<file path="src/rtl/dht11_pkg.sv">
// Shared definitions for the DHT11 measurement scheduler: display page codes,
// scheduler state encoding, frame byte positions and the checksum helper.
package dht11_pkg;

  localparam logic [1:0] PG_HUM  = 2'b00;
  localparam logic [1:0] PG_TEMP = 2'b01;
  localparam logic [1:0] PG_ERR  = 2'b10;

  typedef enum logic [2:0] {
    ST_IDLE      = 3'd0,
    ST_START     = 3'd1,
    ST_WAIT_DONE = 3'd2,
    ST_CHECK     = 3'd3,
    ST_GAP       = 3'd4,
    ST_HOLD      = 3'd5
  } state_t;

  // LSB position of each byte inside the 40-bit sensor frame
  localparam int unsigned FRM_HUM_INT  = 32;
  localparam int unsigned FRM_HUM_DEC  = 24;
  localparam int unsigned FRM_TEMP_INT = 16;
  localparam int unsigned FRM_TEMP_DEC = 8;
  localparam int unsigned FRM_CSUM     = 0;

  // DHT11 checksum: plain 8-bit wrapping sum of the four data bytes
  function automatic logic [7:0] byte_sum(input logic [7:0] a, input logic [7:0] b,
                                          input logic [7:0] c, input logic [7:0] d);
    return a + b + c + d;
  endfunction

endpackage

</file>
<file path="src/rtl/dht11_chk.sv">
// Combinational frame check: splits a DHT11 frame into its bytes and reports
// whether the transmitted checksum matches the data.
module dht11_chk
  import dht11_pkg::*;
(
  input  logic [39:0] frame_i,
  output logic [7:0]  hum_int_o,
  output logic [7:0]  temp_int_o,
  output logic        ok_o
);

  logic [7:0] w_hum_dec;
  logic [7:0] w_temp_dec;
  logic [7:0] w_csum;
  logic [7:0] w_sum;

  assign hum_int_o  = frame_i[FRM_HUM_INT  +: 8];
  assign w_hum_dec  = frame_i[FRM_HUM_DEC  +: 8];
  assign temp_int_o = frame_i[FRM_TEMP_INT +: 8];
  assign w_temp_dec = frame_i[FRM_TEMP_DEC +: 8];
  assign w_csum     = frame_i[FRM_CSUM     +: 8];

  assign w_sum = byte_sum(hum_int_o, w_hum_dec, temp_int_o, w_temp_dec);
  assign ok_o  = (w_sum == w_csum);

endmodule

</file>
<file path="src/rtl/dht11_sched.sv">
// DHT11 measurement scheduler: launches periodic reads through the
// transceiver handshake, retries failed attempts, publishes the last good
// temperature/humidity bytes and selects the display page.
//
//   state      | meaning
//   -----------+---------------------------------------------------------
//   IDLE       | waiting for en_i=1 and busy_i=0 to begin a new read cycle
//   START      | req_o pulse to the transceiver (one cycle)
//   WAIT_DONE  | waiting for done_i, bounded by the timeout timer
//   CHECK      | checksum verdict of the captured frame (one cycle)
//   GAP        | sensor recovery time before a retry
//   HOLD       | waiting out the remainder of the measurement period
//
// All timers are down-counters loaded at the start of their interval and
// stopped at zero. The timeout timer is loaded as req_o is raised, so its
// terminal count lands exactly TIMEOUT_CYC cycles after req_o. The period
// timer is loaded one short because leaving HOLD costs an IDLE cycle, which
// keeps scheduled req_o pulses exactly PERIOD_CYC apart.
module dht11_sched
  import dht11_pkg::*;
#(
  parameter int unsigned PERIOD_CYC    = 100000000,
  parameter int unsigned TIMEOUT_CYC   = 2500000,
  parameter int unsigned RETRY_GAP_CYC = 50000000,
  parameter int unsigned MAX_RETRY     = 3,
  parameter int unsigned PAGE_CYC      = 134217728
) (
  input  logic        clk_i,
  input  logic        rst_ni,
  input  logic        en_i,
  output logic        req_o,
  input  logic        busy_i,
  input  logic        done_i,
  input  logic [39:0] frame_i,
  output logic [7:0]  temp_o,
  output logic [7:0]  hum_o,
  output logic        valid_o,
  output logic        upd_o,
  output logic        fail_o,
  output logic [7:0]  err_cnt_o,
  output logic [1:0]  page_o,
  output logic        led_o
);

  localparam int unsigned PER_W = $clog2(PERIOD_CYC);
  localparam int unsigned TMO_W = $clog2(TIMEOUT_CYC);
  localparam int unsigned GAP_W = $clog2(RETRY_GAP_CYC);
  localparam int unsigned PG_W  = $clog2(PAGE_CYC);
  localparam int unsigned RTY_W = $clog2(MAX_RETRY + 1);

  localparam logic [PER_W-1:0] PER_LOAD = PER_W'(PERIOD_CYC - 2);
  localparam logic [TMO_W-1:0] TMO_LOAD = TMO_W'(TIMEOUT_CYC - 1);
  localparam logic [GAP_W-1:0] GAP_LOAD = GAP_W'(RETRY_GAP_CYC - 1);
  localparam logic [PG_W-1:0]  PG_LOAD  = PG_W'(PAGE_CYC - 1);
  localparam logic [RTY_W-1:0] RTY_MAX  = RTY_W'(MAX_RETRY);

  state_t           r_state;
  logic             r_req;
  logic             r_led;
  logic             r_upd;
  logic             r_valid;
  logic             r_fail;
  logic             r_good;
  logic [7:0]       r_temp;
  logic [7:0]       r_hum;
  logic [7:0]       r_err_cnt;
  logic [TMO_W-1:0] r_tmo_cnt;
  logic [GAP_W-1:0] r_gap_cnt;
  logic [PER_W-1:0] r_per_cnt;
  logic [RTY_W-1:0] r_retry;
  logic             r_pg_sel;
  logic [PG_W-1:0]  r_pg_cnt;

  logic [7:0]       w_hum;
  logic [7:0]       w_temp;
  logic             w_ok;
  logic             w_fail_att;
  logic             w_show;

  dht11_chk u_chk (
    .frame_i    (frame_i),
    .hum_int_o  (w_hum),
    .temp_int_o (w_temp),
    .ok_o       (w_ok)
  );

  // An attempt fails on a timeout with no simultaneous done_i, or on a bad checksum
  assign w_fail_att = ((r_state == ST_WAIT_DONE) && !done_i && (r_tmo_cnt == '0)) ||
                      ((r_state == ST_CHECK) && !r_good);

  // Scheduler FSM with registered handshake, status and published data
  always_ff @(posedge clk_i or negedge rst_ni) begin
    if (!rst_ni) begin
      r_state   <= ST_IDLE;
      r_req     <= 1'b0;
      r_led     <= 1'b0;
      r_upd     <= 1'b0;
      r_valid   <= 1'b0;
      r_fail    <= 1'b0;
      r_good    <= 1'b0;
      r_temp    <= '0;
      r_hum     <= '0;
      r_err_cnt <= '0;
      r_tmo_cnt <= '0;
      r_gap_cnt <= '0;
      r_per_cnt <= '0;
      r_retry   <= '0;
    end else begin
      r_req <= 1'b0;
      r_upd <= 1'b0;
      if (r_per_cnt != '0) r_per_cnt <= r_per_cnt - PER_W'(1);

      unique case (r_state)
        ST_IDLE: begin
          if (en_i && !busy_i) begin
            r_state   <= ST_START;
            r_req     <= 1'b1;
            r_led     <= 1'b1;
            r_tmo_cnt <= TMO_LOAD;
            r_per_cnt <= PER_LOAD;
            r_retry   <= '0;
          end
        end
        ST_START: begin
          r_state <= ST_WAIT_DONE;
          if (r_tmo_cnt != '0) r_tmo_cnt <= r_tmo_cnt - TMO_W'(1);
        end
        ST_WAIT_DONE: begin
          // Good frames are published on the capture edge so upd_o lines up
          // with the CHECK cycle; CHECK then only routes on the verdict.
          if (done_i) begin
            r_state <= ST_CHECK;
            r_led   <= 1'b0;
            r_good  <= w_ok;
            if (w_ok) begin
              r_temp  <= w_temp;
              r_hum   <= w_hum;
              r_upd   <= 1'b1;
              r_valid <= 1'b1;
              r_fail  <= 1'b0;
              r_retry <= '0;
            end
          end else if (r_tmo_cnt != '0) begin
            r_tmo_cnt <= r_tmo_cnt - TMO_W'(1);
          end
        end
        ST_CHECK: begin
          if (r_good) r_state <= ST_HOLD;
        end
        ST_GAP: begin
          if (!en_i) begin
            r_state <= ST_IDLE;
          end else if (r_gap_cnt != '0) begin
            r_gap_cnt <= r_gap_cnt - GAP_W'(1);
          end else if (!busy_i) begin
            r_state   <= ST_START;
            r_req     <= 1'b1;
            r_led     <= 1'b1;
            r_tmo_cnt <= TMO_LOAD;
          end
        end
        ST_HOLD: begin
          // A period already used up by retries leaves HOLD on its first cycle
          if (r_per_cnt == '0) r_state <= ST_IDLE;
        end
        default: r_state <= ST_IDLE;
      endcase

      if (w_fail_att) begin
        r_led <= 1'b0;
        if (r_err_cnt != 8'hFF) r_err_cnt <= r_err_cnt + 8'd1;
        if (r_retry < RTY_MAX) begin
          r_retry   <= r_retry + RTY_W'(1);
          r_gap_cnt <= GAP_LOAD;
          r_state   <= ST_GAP;
        end else begin
          r_fail  <= 1'b1;
          r_retry <= '0;
          r_state <= ST_HOLD;
        end
      end
    end
  end

  assign w_show = r_valid && !r_fail;

  // Page alternation; restarts on the humidity page whenever data becomes showable
  always_ff @(posedge clk_i or negedge rst_ni) begin
    if (!rst_ni) begin
      r_pg_sel <= 1'b0;
      r_pg_cnt <= '0;
    end else if (!w_show) begin
      r_pg_sel <= 1'b0;
      r_pg_cnt <= PG_LOAD;
    end else if (r_pg_cnt == '0) begin
      r_pg_sel <= ~r_pg_sel;
      r_pg_cnt <= PG_LOAD;
    end else begin
      r_pg_cnt <= r_pg_cnt - PG_W'(1);
    end
  end

  assign page_o    = !w_show ? PG_ERR : (r_pg_sel ? PG_TEMP : PG_HUM);
  assign req_o     = r_req;
  assign led_o     = r_led;
  assign upd_o     = r_upd;
  assign valid_o   = r_valid;
  assign fail_o    = r_fail;
  assign temp_o    = r_temp;
  assign hum_o     = r_hum;
  assign err_cnt_o = r_err_cnt;

endmodule

</file>
<file path="config.mk">
export PLATFORM = sky130hd
export DESIGN_NAME = dht11_sched
export DESIGN_NICKNAME = d
export VERILOG_FILES = /design/src/rtl/dht11_pkg.sv /design/src/rtl/dht11_chk.sv /design/src/rtl/dht11_sched.sv
export SDC_FILE = /design/constraint.sdc
export NUM_CORES = 1
export LEC_CHECK = 0
export ABC_AREA = 1
export CORE_UTILIZATION = 30
export CTS_BUF_LIST = sky130_fd_sc_hd__clkbuf_16
export DETAILED_ROUTE_END_ITERATION = 10
export GPL_TIMING_DRIVEN = 0
export MAX_ROUTING_LAYER = met4
export SYNTH_ARGS = -nofsm -noshare
export SYNTH_HDL_FRONTEND = slang
export SYNTH_HIERARCHICAL = 1
export SYNTH_SLANG_ARGS = --single-unit
</file>
<file path="constraint.sdc">
create_clock -name clk_i -period 2 [get_ports clk_i]
set_input_delay 0.4 -clock clk_i [delete_from_list [all_inputs] [get_ports clk_i]]
set_output_delay 0.4 -clock clk_i [all_outputs]
set_load 0.01 [all_outputs]
</file>
==> reports/metrics.cfg, run 1 <==
[timing]
rsz0062_at_grt=yes
post-route-period-util_pct=164
min_period_ns=3.29
finalClockSkew_ns=0.0118
worst_slew_pin_slew_ns=0.494
holdWs_ns=0.301
hold_violations=0
slew_viol_final=0
max_freq_mhz=304
maxSlewHeadroom_pct=67.1
finalSetupViolCount=22
fin_ws_ns=-1.29

[layout]
finalInstanceArea_um2=10900
layout_common_cells=nand2_1, nor2_1, inv_1
num-nets-final=1374
drive_gt1_share_pct=13.5
multi_input_area_um2=4550
final_core_util_pct=39.0
syn_to_final_growth_pct=26.9
regArea_um2=3450
mostFrequentLayoutCell=nand2_1
diodes=0
nFillCells=2943

[global_routing]
grt_usage_pct=15.3
grt_pass1_wl_um=34800
antenna_found_initial=0
grt_max_degree=93
grt_pass1_vias=7276
grt_overflow=0

[placement]
post-place-ws_ns=-2.22
place_hpwl_um=15000
io_buffers=75
place_congestion=0.911
placed_area_um2=9840

[route]
routedWlPerCell_um=12.1
postRouteAntennaNets=0
dr.pass1.iters=5
initialDrtViolationCount=420
drc=0
routed_wl_um=20500
via_per_inst=4.52
route.vias.total=7655

[worst_hold_path]
whs_path_depth=4
hold_path_class=in -> reg
min_to=temp_o[1]
holdCritStartpoint=frame_i[17]

[critical_path]
worstSetupPathType=in -> reg
critical_path_peak_fanout=5
arrival_ns=3.60
endpoint_kind=flop
r2r-start=r_gap_cnt[0]
worstRegToRegCells=11
cp-start-kind=primary input
r2r_slack_ns=0.13
cp_data_required_time_ns=2.31
worst_r2r_endpoint=r_tmo_cnt[0]

[die]
fp.dieH_um=171
initial_utilization_pct=30.7
row_count=61
die-area_um2=29300
fp.coreArea_um2=27900
ios=76
die_x_um=171

[clocking]
clockBufferDepth=2
cts_tree=done
clkTransAtPathRegs_ns=0.06
cts-root-buf=clkbuf_16
cts_sinks=138
clkLatencyLatePin_ns=0.43
cts-buffers-inserted=17
htree_levels=4

[status]
failed_checks=negative setup slack
status=complete, but fails checks

[run]
cap_violations=0

[synth]
syn-num-nets=1253
syn-cell-area_um2=8580
yosysSeqAreaShare_pct=40.3
syn_avg_cell_area_um2=7.27
synth_cells=1180
yosys.cell_types.count=46
synth.ff_latch_count=138
async_flop_share_pct=100
synthFlopType=dfrtp_1
synth_edf_count=0
ys_warn_count=6

[power_and_ir_drop]
leakagePower_nw=4.91
ir_drop_mv=0.380
pwr_density_cell_nw_per_um2=609

through the flow:
stage                     setup TNS [ns]  cells  total power (W)
after global placement           -795.21   1633          0.00356
final                             -27.65   1692          0.00663
after global routing              -31.10   1692          0.00694
after floorplan                   -28.10   1180          0.00330
after detailed placement          -63.46   1634          0.00356
after CTS                         -28.97   1681          0.00667
flip-flops by register name, summed over array words and instances, names as in the netlist:
signal,cells
temp_o,8
valid_o,1
led_o,1
upd_o,1
r_per_cnt,27
fail_o,1
r_retry,2
hum_o,8
r_pg_cnt,27
r_good,1
r_state,3
err_cnt_o,8
r_gap_cnt,26
r_pg_sel,1
r_tmo_cnt,22
req_o,1
routing by layer:
| metal | global-route usage (%) | routed length (um) |
|---|---|---|
| met3 | 3.08 | 860 |
| met1 | 19.3 | 9880 |
| met5 | - | 0 |
| met4 | 5.09 | 289 |
| met2 | 24.3 | 9490 |
worst max-delay path by stage:
stage,end,slack (ns),startpoint
after floorplan,hum_o[7],-1.35,frame_i[9]
after global placement,r_pg_cnt[23],-5.32,rst_ni
after detailed placement,temp_o[6],-2.22,frame_i[9]
after CTS,temp_o[6],-1.34,frame_i[25]
after global routing,temp_o[4],-1.44,frame_i[25]
final,temp_o[5],-1.29,frame_i[25]
critical path, stage by stage:
cell and delay (ns):
buf_6 0.09, fa_1 0.52, inv_1 0.05, fa_1 0.47, inv_1 0.04, ha_2 0.18, fa_2 0.53, xnor2_1 0.11
nand3_1 0.09, nor2_1 0.11, nand2_1 0.08, nor2_2 0.07, nand3_1 0.08, nor2_2 0.11, inv_2 0.06, nor2_4 0.20
clkinv_4 0.15, buf_8 0.17, nand2_2 0.05, nand2_1 0.04
where the power goes:
| part | switching, W | total [W] | internal (W) |
|---|---|---|---|
| Sequential | 0.00000233 | 0.00280 | 0.00280 |
| Combinational | 0.000410 | 0.000797 | 0.000387 |
| Clock | 0.00123 | 0.00304 | 0.00181 |
| Total | 0.00164 | 0.00663 | 0.00499 |
Yosys cell counts (11+ instances only):
cell | n | area (um2)
nand4_1 | 22 | 138
nor2_2 | 16 | 100
nand3_1 | 93 | 465
xnor2_1 | 11 | 96.3
ha_1 | 14 | 175
nand2_1 | 337 | 1260
fa_1 | 14 | 280
o21ai_1 | 19 | 95.1
nor2_1 | 178 | 668
xor2_1 | 31 | 272
o21ai_0 | 38 | 190
a21oi_1 | 25 | 125
dfrtp_1 | 138 | 3450
nor3_1 | 15 | 75.1
buf_4 | 17 | 128
inv_1 | 145 | 544
area by class of cell:
class | instances | area share [%]
Timing Repair Buffer | 102 | 9.27
Buffer | 30 | 2.29
Clock buffer | 17 | 3.91
Multi-Input combinational cell | 856 | 41.8
Clock inverter | 15 | 1.24
Inverter | 156 | 5.42
Tap cell | 378 | 4.34
Sequential cell | 138 | 31.7
cells by family (layout without fill, tap and decap cells):
kind of cell	Yosys count	count (layout)	share of synthesized area, %
DFF	138	138	40.3
buffers and inverters	186	320	9.33
adders and majority gates	28	28	5.31
xor gates and xnor gates	43	43	4.55
and+or+nand+nor	690	690	34.6
AOI/OAI and AO/OA	95	95	5.99
timing repair:
| item | 4_1_cts | 5_1_grt |
|---|---|---|
| cloned | 2 | 0 |
| buffers inserted | 12 | 11 |
| pin swaps | 18 | 20 |
| hold endpoints to repair | 46 | 0 |
| gates resized for setup | 65 | 48 |
| hold buffers | 1 | 0 |
| setup endpoints to repair | 30 | 83 |
Power figures use the tool's default switching activity.
==> run 2, diff against run 1 <==
--- a/config.mk
+++ b/config.mk
@@ -6,11 +6,12 @@
 export NUM_CORES = 1
 export LEC_CHECK = 0
 export ABC_AREA = 1
-export CORE_UTILIZATION = 30
+export CORE_UTILIZATION = 35
 export CTS_BUF_LIST = sky130_fd_sc_hd__clkbuf_16
 export DETAILED_ROUTE_END_ITERATION = 10
 export GPL_TIMING_DRIVEN = 0
 export MAX_ROUTING_LAYER = met4
+export SLEW_MARGIN = 10
 export SYNTH_ARGS = -nofsm -noshare
 export SYNTH_HDL_FRONTEND = slang
 export SYNTH_HIERARCHICAL = 1
==> run 2 against run 1 <==
Against the previous run:
- the run still ends with negative setup slack left
- count of clock-buffer cells in the layout did not move
- sequential share of layout area is essentially flat
- wire length is 2.5% higher
- cell count fell by 3.7%
- worst setup slack worse by 0.017 ns
- combinational power increased by 5.4%
- clock power increased by 4%
- critical path type unchanged
- largest cell class unchanged
- highest routed layer unchanged
==> reports/metrics.cfg, run 2 (same netlist as run 1, synthesis figures left out) <==
[worst_hold_path]
hold_path_class=in -> reg

[global_routing]
use_met2_pct=29.3  ; +5.0 points
antenna_found_initial=0  ; unchanged
grt_usage_pct=18.7  ; +3.4 points
grt_pass1_vias=7498  ; +3.1%
grt_use_met1_pct=24.2  ; +4.9 points
grt_overflow=0  ; unchanged
grt_pass1_wl_um=35800  ; +3.0%
grt_max_degree=94  ; +1.1%
use_met3_pct=4.16  ; +1.1 points
grt.busiest_layer=met2

[layout]
diodes=0  ; unchanged
mostFrequentLayoutCell=nand2_1
drive_gt1_share_pct=14.0  ; +0.49 points
final_core_util_pct=45.8  ; +6.8 points
syn_to_final_growth_pct=26.8
top_regs=r_per_cnt x27, r_pg_cnt x27, r_gap_cnt x26
num-nets-final=1373  ; -0.073%
layout_common_cells=nand2_1, nor2_1, inv_1
instances_no_fill=1630  ; -3.7%

[clocking]
cts-root-buf=clkbuf_16
clockBufferDepth=2  ; unchanged
cts_tree=done
htree_levels=4  ; unchanged
clkLatencyLatePin_ns=0.43  ; about the same
clkTransAtPathRegs_ns=0.07  ; about the same
cts-buffers-inserted=17  ; unchanged
cts_sinks=138  ; unchanged

[power_and_ir_drop]
ir_drop_mv=0.486  ; +28%
leakagePower_nw=4.88  ; -0.55%
pwr_density_cell_nw_per_um2=625  ; +2.6%
power_w=0.00679  ; +2.4%

[placement]
io_buffers=75  ; unchanged
place_congestion=0.862  ; -5.4%
placedCellCount=1575  ; -3.6%
place_hpwl_um=14900  ; -1.1%

[timing]
slew_viol_final=0  ; unchanged
max_freq_mhz=303  ; -0.52%
tns_ns=-27.95  ; -0.294 ns
hold_violations=0  ; unchanged
finalClockSkew_ns=0.0105  ; -0.00132 ns
fin_ws_ns=-1.30  ; -0.0173 ns
rsz0062_at_grt=yes
post-route-period-util_pct=165  ; +0.86 points
maxSlewHeadroom_pct=67.6  ; +0.56 points
finalSetupViolCount=22  ; unchanged
min_period_ns=3.30  ; +0.0173 ns
holdWs_ns=0.289  ; -0.0122 ns
worst_slew_pin_slew_ns=0.486  ; -0.00842 ns

[critical_path]
critical_path_peak_fanout=5  ; unchanged
cp-start-kind=primary input
crit_chain=buf_6 -> fa_1 -> inv_2 -> fa_1 -> inv_2 -> ha_4 -> fa_2 -> xnor2_1 -> nand3_1 -> nor2_1 -> nand2_1 -> nor2_2 -> nand3_2 -> nor2_2 -> inv_2 -> nor2_4 -> buf_6 -> inv_8 -> buf_8 -> nand2_1 -> nand2_1
endpoint_kind=flop
crit_path_max_incr_delay_ns=0.54  ; about the same
cp_slowest_cell=fa_1
cp_data_required_time_ns=2.33  ; +0.02 ns
worstSetupPathType=in -> reg
arrival_ns=3.63  ; +0.03 ns

[route]
routed_wl_um=21100  ; +2.5%
route.vias.total=7699  ; +0.57%
via_per_inst=4.72  ; +4.4%
dr.pass1.iters=6  ; +1
initialDrtViolationCount=384  ; -8.6%
routedWlPerCell_um=12.9  ; +6.4%
drc=0  ; unchanged
postRouteAntennaNets=0  ; unchanged

[die]
fp.coreArea_um2=23800  ; -15%
row_count=56  ; -8.2%
fp.dieH_um=159  ; -7.3%
ios=76  ; unchanged
initial_utilization_pct=36.1  ; +5.4 points
die-area_um2=25100  ; -14%
die_x_um=159  ; -7.3%

[status]
failed_checks=negative setup slack
status=complete, but fails checks

[run]
cap_violations=0  ; unchanged

==> run 2: cell count changes in the layout (fill, tap and decap cells not counted), moves of 4 or more <==
cell,before,now
nor2_2,13,19
nand2_2,21,17
nand2_1,314,319
buf_4,38,32
nor2_1,173,166
inv_6,1,5
==> run 2: metrics by stage <==
step	instance area, um2	worst slack, ns
floorplan	8590	-1.35
global placement	9740	-5.46
detailed placement	9770	-2.24
CTS	10600	-1.34
global route	10900	-1.42
finish	10900	-1.30
==> run 2: path summary, 6_finish.rpt <==
kind / slack, ns / from / cells past startpoint / to
worst max-delay path: -1.30 / frame_i[9] / 21 / temp_o[1]
worst min-delay path: 0.29 / frame_i[17] / 4 / temp_o[1]
worst max register to register: 0.10 / r_gap_cnt[0] / 12 / r_tmo_cnt[4]
worst min register to register: 0.44 / r_pg_cnt[0] / 1 / r_pg_cnt[0]
max in group asynchronous: 0.72 / rst_ni / 3 / fail_o
min in group asynchronous: 0.47 / rst_ni / 2 / r_gap_cnt[15]
==> run 2: routing by layer <==
layer / vias to the layer above / wire (um)
li1: 3946 / -
met1: 3578 / 10200
met2: 161 / 9590
met3: 14 / 1070
met4: 0 / 222
met5: - / 0
==> run 2: repair_timing <==
item,in CTS,in global routing
gates cloned,2,0
setup endpoints to repair,28,91
resized for setup,62,53
endpoints found under the hold margin,45,0
setup buffers,11,11
pin swaps,19,21
hold buffers,1,0
==> run 2: worst max-delay path: cells and delay by family <==
family                     cells  cell delay [ns]
and+or+nand+nor                9             0.80
buffers and inverters          7             0.55
xor gates and xnor gates       1             0.11
adders and majority gates      4             1.75
==> run 2: cell type report <==
type,instances,area (um2)
repair buffers,101,1030
plain buffers,30,250
inverters,156,593
flip-flops and latches,138,3450
well taps,319,399
clock buffers,17,425
clock inverters,13,145
fillers,2389,12900
multi-input cells,856,4580
==> run 2: where the power goes <==
| part | internal, W | switching (W) | total [W] |
|---|---|---|---|
| sequential | 0.00279 | 0.00000210 | 0.00280 |
| clock | 0.00184 | 0.00132 | 0.00316 |
| combinational | 0.000391 | 0.000449 | 0.000840 |
==> run 3, diff against run 2 <==
--- a/config.mk
+++ b/config.mk
@@ -7,7 +7,7 @@
 export LEC_CHECK = 0
 export ABC_AREA = 1
 export CORE_UTILIZATION = 35
-export CTS_BUF_LIST = sky130_fd_sc_hd__clkbuf_16
+export CTS_BUF_LIST = sky130_fd_sc_hd__clkbuf_4 sky130_fd_sc_hd__clkbuf_8
 export DETAILED_ROUTE_END_ITERATION = 10
 export GPL_TIMING_DRIVEN = 0
 export MAX_ROUTING_LAYER = met4
==> constraint.sdc (replaced) <==
create_clock -name clk_i -period 3.1 [get_ports clk_i]
set_input_delay 0.62 -clock clk_i [delete_from_list [all_inputs] [get_ports clk_i]]
set_output_delay 0.62 -clock clk_i [all_outputs]
set_load 0.01 [all_outputs]
==> run 3 against run 2 <==
Against the previous run:
- the run still ends with negative setup slack left
- sequential power is 36% lower
- worst setup slack better by 0.96 ns
- wire length is 3.1% lower
- sequential cell count stayed put
- clock power is 52% lower
- power is 43% lower
==> reports/metrics.cfg, run 3 (same netlist as run 1, synthesis figures left out) <==
[critical_path]
cp-start-kind=primary input
worstSetupPathType=in -> reg
r2r_slack_ns=1.09  ; +0.99 ns
arrival_ns=3.80  ; +0.17 ns
critical_path_peak_fanout=5  ; unchanged
critPathBufInv=7  ; unchanged
critical_path_depth=19  ; -9.5%
crit_family=adder cells
crit_chain=clkdlybuf4s50_1 -> inv_1 -> fa_1 -> fa_1 -> inv_1 -> ha_4 -> nand2_1 -> or2_1 -> nand3_2 -> nand3_1 -> nand2_1 -> inv_1 -> nor2_2 -> inv_2 -> nor2_4 -> clkinv_4 -> buf_8 -> nand2_2 -> nand2_1
r2r-start=r_gap_cnt[0]
worstRegToRegCells=11  ; -1
crit_path_max_incr_delay_ns=0.51  ; -0.03 ns
cp_data_required_time_ns=3.46  ; +1.13 ns
crit_path_start=frame_i[22]
cp_slowest_cell=fa_1
endpoint_kind=flop

[global_routing]
grt_max_degree=94  ; unchanged
antenna_found_initial=0  ; unchanged
grt_usage_pct=18.4  ; -0.26 points
grt_pass1_vias=7471  ; -0.36%
grt_overflow=0  ; unchanged
grt_pass1_wl_um=35400  ; -1.0%

[layout]
finalInstanceArea_um2=10400  ; -3.9%
syn_to_final_growth_pct=21.8
layout_common_cells=nand2_1, nor2_1, inv_1
num-nets-final=1358  ; -1.1%
diodes=0  ; unchanged
top_regs=r_per_cnt x27, r_pg_cnt x27, r_gap_cnt x26
mostFrequentLayoutCell=nand2_1
instances_no_fill=1615  ; -0.92%
nFillCells=2414  ; +1.0%
drive_gt1_share_pct=12.3  ; -1.6 points

[clocking]
cts_tree=done
htree_levels=4  ; unchanged
clockBufferDepth=2  ; unchanged
clkLatencyLatePin_ns=0.46  ; +0.03 ns
cts-root-buf=clkbuf_8
cts-buffers-inserted=17  ; unchanged
clkTransAtPathRegs_ns=0.09  ; +0.02 ns
hold_buffers=0  ; -1
cts_sinks=138  ; unchanged

[timing]
hold_violations=0  ; unchanged
worst_slew_pin_slew_ns=0.519  ; +0.0335 ns
maxSlewHeadroom_pct=65.4  ; -2.3 points
min_period_ns=3.44
slew_viol_final=0  ; unchanged
finalSetupViolCount=22  ; unchanged
rsz0062_at_grt=yes
finalClockSkew_ns=0.0207  ; +0.0102 ns
post-route-period-util_pct=111
fin_ws_ns=-0.342  ; +0.963 ns
max_freq_mhz=291

[power_and_ir_drop]
pwr-share-clk_pct=39.2  ; -7.3 points
leakagePower_nw=4.71  ; -3.5%
seqPwrFrac_pct=46.8  ; +5.6 points
pwr_density_cell_nw_per_um2=369  ; -41%
ir_drop_mv=0.232  ; -52%
p_int_w=0.00278  ; -45%
sw_frac_of_total_pct=27.8  ; +1.7 points
combPwrFrac_pct=14.0  ; +1.6 points
switching_power_w=0.00107  ; -40%

[die]
ios=76  ; unchanged
die-area_um2=25100  ; unchanged
die_x_um=159  ; unchanged
row_count=56  ; unchanged
fp.coreArea_um2=23800  ; unchanged
initial_utilization_pct=36.1  ; unchanged
fp.dieH_um=159  ; unchanged

[status]
status=complete, but fails checks
failed_checks=negative setup slack

[placement]
place_hpwl_um=14900  ; unchanged
place_congestion=0.862  ; unchanged
placed_area_um2=9770  ; unchanged
placedCellCount=1575  ; unchanged
io_buffers=75  ; unchanged

[run]
cap_violations=0  ; unchanged

[route]
initialDrtViolationCount=350  ; -8.9%
route.vias.total=7580  ; -1.5%
postRouteAntennaNets=0  ; unchanged
routedWlPerCell_um=12.6  ; -2.2%
routed_wl_um=20400  ; -3.1%
drc=0  ; unchanged
dr.pass1.iters=6  ; unchanged
via_per_inst=4.69  ; -0.63%

[worst_hold_path]
hold_path_class=in -> async

-- run 3: cell types whose count changed in the layout (fill, tap and decap cells not counted), sizes merged --
cell and delta:
buf -11, clkbuf -3, clkdlybuf4s50 +2, clkinv +1, dlygate4sd2 -1, dlygate4sd3 -1
inv -2
-- run 3: per-stage QoR --
step | setup WS [ns] | util [%] | total power [W] | TNS [ns] | hold slack (ns)
after floorplan | -0.470 | - | 0.00213 | -8.74 | 0.324
after global placement | -4.58 | 41.0 | 0.00230 | -657.32 | 0.425
after detailed placement | -1.36 | 41.1 | 0.00231 | -27.44 | 0.435
after CTS | -0.374 | 43.6 | 0.00385 | -7.50 | 0.0422
after global routing | -0.523 | 44.0 | 0.00404 | -10.68 | 0.0502
final | -0.342 | 44.0 | 0.00385 | -6.78 | 0.0499
-- run 3: final timing paths --
kind	to
max	temp_o[6]
min	r_gap_cnt[15]
max reg2reg	r_tmo_cnt[4]
min reg2reg	r_pg_cnt[0]
max in group asynchronous	r_per_cnt[2]
min in group clk_i	r_pg_cnt[0]
-- run 3: layout make-up --
class                      count  area, um2  share of cell area, %
inverter                     156        591                   5.65
multi-input combinational    856       4480                   42.9
tap                          319        399                   3.82
timing repair buffer          86        907                   8.68
sequential                   138       3450                   33.1
clock buffer                  18        241                   2.31
buffer                        30        236                   2.26
clock inverter                12        141                   1.35
-- run 3: power groups by stage --
stage	combinational, W	clock (W)	sequential [W]
final	0.000539	0.00151	0.00180
after CTS	0.000496	0.00156	0.00180
after floorplan	0.000293	0	0.00184
after detailed placement	0.000471	0	0.00184
after global placement	0.000459	0	0.00184
after global routing	0.000610	0.00163	0.00180
-- run 3: timing repair --
action,4_1_cts,5_1_grt
buffers inserted,7,1
resized for setup,61,20
gates cloned,2,0
endpoints found under the setup margin,23,23
pin swaps,23,21
-- run 3: worst register-to-register path, delay by kind of cell, from the launching register on --
family	cells	cell delay, ns
AND/OR/NAND/NOR	7	0.90
flip-flops	1	0.39
buffers and inverters	2	0.30
adder cells (fa/ha/maj)	1	0.26
AO/OA/AOI/OAI	1	0.08
-- run 3: routing by layer --
layer / vias up / global-route usage (%) / share of wire (%)
met3: 16 / 4.49 / 5.1
li1: 3905 / - / -
met1: 3512 / 23.9 / 49
met5: - / - / 0
met2: 147 / 28.8 / 45
met4: 0 / 4.40 / 1.0
